[config.mk]
export PLATFORM = sky130hd
export DESIGN_NAME = adder_operand_loader
export DESIGN_NICKNAME = d
export VERILOG_FILES = /design/src/rtl/adder_operand_loader_pkg.sv /design/src/rtl/adder_operand_loader.sv
export SDC_FILE = /design/constraint.sdc
export NUM_CORES = 1
export LEC_CHECK = 0
export ABC_AREA = 1
export BUFFER_PORTS_ARGS = -buffer_cell sky130_fd_sc_hd__clkbuf_2
export CORE_MARGIN = 1
export CORE_UTILIZATION = 45
export CTS_CLUSTER_SIZE = 12
export DETAILED_ROUTE_END_ITERATION = 10
export GPL_TIMING_DRIVEN = 0
export HOLD_SLACK_MARGIN = 0.08
export PLACE_DENSITY = 0.76
export RECOVER_POWER = 100
export SLEW_MARGIN = 20
export SYNTH_ARGS = -nofsm -noshare
export SYNTH_HDL_FRONTEND = slang
export SYNTH_SLANG_ARGS = --single-unit
[constraint.sdc]
create_clock -name clk -period 1.5 [get_ports clk]
set_clock_uncertainty 0.2 [all_clocks]
set_input_delay 0.15 -clock clk [delete_from_list [all_inputs] [get_ports clk]]
set_output_delay 0.15 -clock clk [all_outputs]
set_load 0.02 [all_outputs]
[src/rtl/adder_operand_loader_pkg.sv]
// Shared definitions for the conditional-sum adder lab front end:
// LED-visible FSM encodings and counter widths.
package adder_operand_loader_pkg;

    typedef enum logic [1:0] {
        STATE_LOAD_A = 2'b00,
        STATE_LOAD_B = 2'b01,
        STATE_WAIT   = 2'b10,
        STATE_SHOW   = 2'b11
    } state_e;

    localparam int OPCNT_W = 8;
    localparam int CNT_W   = 4;

endpackage

[src/rtl/adder_operand_loader.sv]
// Sequential operand loader for the external N-bit adder: captures A, then B/cin,
// waits SETTLE cycles, then latches {co,sum}, signed overflow and an operation count.
module adder_operand_loader
    import adder_operand_loader_pkg::*;
#(
    parameter int N      = 4,
    parameter int SETTLE = 2
) (
    input  logic               clk,
    input  logic               rst_n,
    input  logic [N-1:0]       sw,
    input  logic               cin_sw,
    input  logic               btn_pulse,
    input  logic [N-1:0]       sum_in,
    input  logic               co_in,
    output logic [N-1:0]       a_out,
    output logic [N-1:0]       b_out,
    output logic               ci_out,
    output logic [N:0]         result,
    output logic               ovf,
    output logic               result_valid,
    output logic [1:0]         state_out,
    output logic [OPCNT_W-1:0] op_count
);

    localparam logic [CNT_W-1:0] CNT_LAST = CNT_W'(SETTLE - 1);

    // Operands of equal sign whose sum changes sign have overflowed.
    function automatic logic signed_ovf(input logic a_msb, input logic b_msb, input logic s_msb);
        return (a_msb == b_msb) && (s_msb != a_msb);
    endfunction

    state_e             state_q, state_d;
    logic [N-1:0]       a_q, a_d;
    logic [N-1:0]       b_q, b_d;
    logic               ci_q, ci_d;
    logic [N:0]         res_q, res_d;
    logic               ovf_q, ovf_d;
    logic               vld_q, vld_d;
    logic [OPCNT_W-1:0] opcnt_q, opcnt_d;
    logic [CNT_W-1:0]   cnt_q, cnt_d;

    always_comb begin
        state_d = state_q;
        a_d     = a_q;
        b_d     = b_q;
        ci_d    = ci_q;
        res_d   = res_q;
        ovf_d   = ovf_q;
        vld_d   = vld_q;
        opcnt_d = opcnt_q;
        cnt_d   = cnt_q;
        case (state_q)
            STATE_LOAD_A: begin
                if (btn_pulse) begin
                    a_d     = sw;
                    state_d = STATE_LOAD_B;
                end
            end
            STATE_LOAD_B: begin
                if (btn_pulse) begin
                    b_d     = sw;
                    ci_d    = cin_sw;
                    cnt_d   = '0;
                    state_d = STATE_WAIT;
                end
            end
            STATE_WAIT: begin
                // The strobe is deliberately ignored while the adder settles.
                if (cnt_q == CNT_LAST) begin
                    res_d   = {co_in, sum_in};
                    ovf_d   = signed_ovf(a_q[N-1], b_q[N-1], sum_in[N-1]);
                    vld_d   = 1'b1;
                    opcnt_d = opcnt_q + OPCNT_W'(1);
                    state_d = STATE_SHOW;
                end else begin
                    cnt_d = cnt_q + CNT_W'(1);
                end
            end
            STATE_SHOW: begin
                if (btn_pulse) begin
                    vld_d   = 1'b0;
                    state_d = STATE_LOAD_A;
                end
            end
            default: state_d = STATE_LOAD_A;
        endcase
    end

    always_ff @(posedge clk) begin
        if (!rst_n) begin
            state_q <= STATE_LOAD_A;
            a_q     <= '0;
            b_q     <= '0;
            ci_q    <= 1'b0;
            res_q   <= '0;
            ovf_q   <= 1'b0;
            vld_q   <= 1'b0;
            opcnt_q <= '0;
            cnt_q   <= '0;
        end else begin
            state_q <= state_d;
            a_q     <= a_d;
            b_q     <= b_d;
            ci_q    <= ci_d;
            res_q   <= res_d;
            ovf_q   <= ovf_d;
            vld_q   <= vld_d;
            opcnt_q <= opcnt_d;
            cnt_q   <= cnt_d;
        end
    end

    assign a_out        = a_q;
    assign b_out        = b_q;
    assign ci_out       = ci_q;
    assign result       = res_q;
    assign ovf          = ovf_q;
    assign result_valid = vld_q;
    assign state_out    = state_q;
    assign op_count     = opcnt_q;

endmodule

==> results.md <==
- Status: finished with violations
- Failing checks: setup timing
- Count leader, synth: nand2_1
- Share of layout cells above drive strength 1: 25.6%
- CP Class: flip-flop to flip-flop
- EDFF count, synth: 0
- TritonCTS clock tree: built
- GPL Wtd Cong: 0.766
- Post-Syn Nets: 209
- PortBufs: 38
- Via density: 4.77
- Distinct cells, synth: 24
- Routed Antenna Nets: 0
- Core Util, Final: 66.4%
- Synth Area in Simple Gates: 32.5%
- Placed Cells: 271
- Mapped Area: 0.00142 mm^2
- Fmax: 655 MHz
- Die W: 58.2 um
- Worst min-delay path class: flip-flop to flip-flop
- Avg WL per Cell: 11.7 um
- Cell Pwr Density: 1320 mW/mm^2
- Die area: 0.00339 mm^2
- Final max-slew violation count: 0
- Cell breakdown of the critical path: inv_4 -> ha_4 -> nand3_4 -> buf_4 -> xor2_1 -> nor2_1
- Critical path endpoint category: flip-flop
- Final setup margin: -25.7 ps
- DR vias: 1,402
- Cell area after layout: 0.00201 mm^2
- TritonCTS buffer count: 5
- GRT overflow: 0
- Initial antenna violation count: 0
- Top-area cell type share of the netlist area: 42.2%
- Core ar.: 0.00303 mm^2
- Register area share after synthesis: 42.2%
- Adder-cell share of the synthesized area: 6.16%
- Buffer and inverter count on the worst path: 2
- Row Count: 20
- Final setup vio count: 3
- Compound-cell area share of the yosys netlist: 11.0%
- # IOs: 39
- Xor/xnor share of the synthesized area: 1.23%
- Overall Global Routing Usage: 21.1%
- Number of global-route vias before repair: 1,250
- Mapped Cells: 189
- Synth cell count leaders: nand2_1 (40), nor2_1 (34), dfxtp_1 (30)
- Rel. slew slack: 67.6%
- CP arrival: 1550 ps
- Total power: 2.65 mW
- Initial Util: 47.0%
- Setup TNS: -44.5 ps
- Non-Filler Instances: 294
- Fin nets: 269
- Worst stage delay on the critical path: 380 ps
- Final period util: 102%
- Largest net degree at the start of global routing: 11
- Ys flop type: dfxtp_1
- Static Leak: 0.894 nW
- Main combinational cell family by area after synthesis: simple AND/OR/NAND/NOR gates
- Critical-path top delay cell: dfxtp_4
- Post-route minimum period: 1530 ps
- Unrepaired setup endpoints after global routing: true
- HPWL Detailed: 2.11 mm
- Antenna Cells: 0
- Clk buf depth: 2
- Clock sinks: 30
- DP Area: 0.00168 mm^2
- Async SR Flop Fraction: 0%
- CP delay by family, top: flip-flops
- Syn-to-layout area delta: 41.3%
- Final Hold Viols: 0
- Chip height: 58.2 um
- Crit start category: flip-flop
- DR pass1 iterations: 4
- CTS clock-pin slew for the worst setup and hold paths: 90 ps
- First-pass GRT wire length: 5.29 mm
- Post-synthesis average cell area: 7.53 um^2
- Critical path fanouts, max: 8
- Seq cells post-synth: 30
- Max-cap viol count: 0
- Crit path required time: 1520 ps
- # H-tree levels: 2
- Mux cell area share after synthesis: 0%
- Clock root buffer: clkbuf_4
- Synth area leader: dfxtp_1
- DRC: 0
- Synth Warn #: 0
- Peak supply drop: 1.11 mV
- Ranking of synthesized cells by area: dfxtp_1 (42%), nand2_1 (11%), nor2_1 (9.0%)
- Total wire length: 3.43 mm
- Actual slew at the worst max-slew pin: 486 ps
- Iter 0 DRT Violations: 35
- Clock Latency Late Sink: 340 ps
-- tightest hold or removal path: cells and delay by family, from the launching register on --
| family | cells | cell delay (ps) |
|---|---|---|
| AOI/OAI and AO/OA | 1 | 50 |
| DFF | 1 | 320 |
| and+or+nand+nor | 1 | 60 |
-- where the power goes --
| group | internal [mW] | leakage, nW | switching [mW] |
|---|---|---|---|
| registers | 0.915 | 0.246 | 0.0973 |
| logic | 0.372 | 0.609 | 0.628 |
| clock network | 0.353 | 0.0395 | 0.287 |
| total | 1.64 | 0.894 | 1.01 |
-- per-layer routing --
layer | part of all wire [%] | global-route usage (%) | vias to the layer above
li1 | - | - | 725
met1 | 44 | 23.8 | 625
met2 | 48 | 34.6 | 40
met3 | 5.1 | 7.14 | 12
met4 | 3.1 | 11.9 | 0
met5 | 0 | 0 | -
-- sequential cells by signal (all words and copies together), names as in the netlist --
signal and count:
op_count 8, result 5, a_out 4, b_out 4, cnt_q 4, state_out 2, ci_out 1, ovf 1
result_valid 1
-- cells by family after synthesis --
| logic type | Yosys count |
|---|---|
| XOR/XNOR | 2 |
| flip-flops | 30 |
| adder cells (fa/ha/maj) | 7 |
| AO/OA/AOI/OAI | 29 |
| buffers and inverters | 24 |
| AND/OR/NAND/NOR | 97 |
-- worst paths after layout --
check / startpoint / to / slack, ps / depth (start not counted)
worst max-delay path: state_out[0] / op_count[0] / -30 / 6
worst min-delay path: result[2] / result[2] / 270 / 2
worst max register to register: state_out[0] / op_count[0] / -30 / 6
worst min register to register: result[2] / result[2] / 270 / 2
-- metrics by stage --
step | setup WS [ps] | hold slack, ps
finish | -25.7 | 266
CTS | 1.35 | 270
global placement | -78.7 | 186
detailed placement | -78.3 | 188
global route | -99.1 | 282
floorplan | -10.9 | 79.0
-- placed cells by master (no fill, tap or decap), drive strengths merged, types with 7 or more instances in the layout --
master and n:
nand3 11, nor2 37, dfxtp 30, ha 7, nand2 42, inv 20
a21oi 13, o21ai 16, clkbuf 48, dlygate4sd3 12
-- cell type report --
class / count / area, um^2
Sequential cell: 30 / 608
Fill cell: 270 / 1020
Multi-Input combinational cell: 135 / 833
Buffer: 4 / 28.8
Inverter: 20 / 82.6
Tap cell: 44 / 55.1
Timing Repair Buffer: 53 / 328
Clock inverter: 1 / 30.0
Clock buffer: 7 / 45.0
-- what timing repair did --
| item | 4_1_cts | 5_1_grt |
|---|---|---|
| setup buffers | 0 | 2 |
| hold buffers | 12 | 0 |
| resized for setup | 7 | 26 |
| pin swaps | 0 | 10 |
| hold endpoints to repair | 16 | 0 |
| endpoints found under the setup margin | 20 | 17 |
| cloned | 0 | 1 |
(Power assumes the default switching activity.)
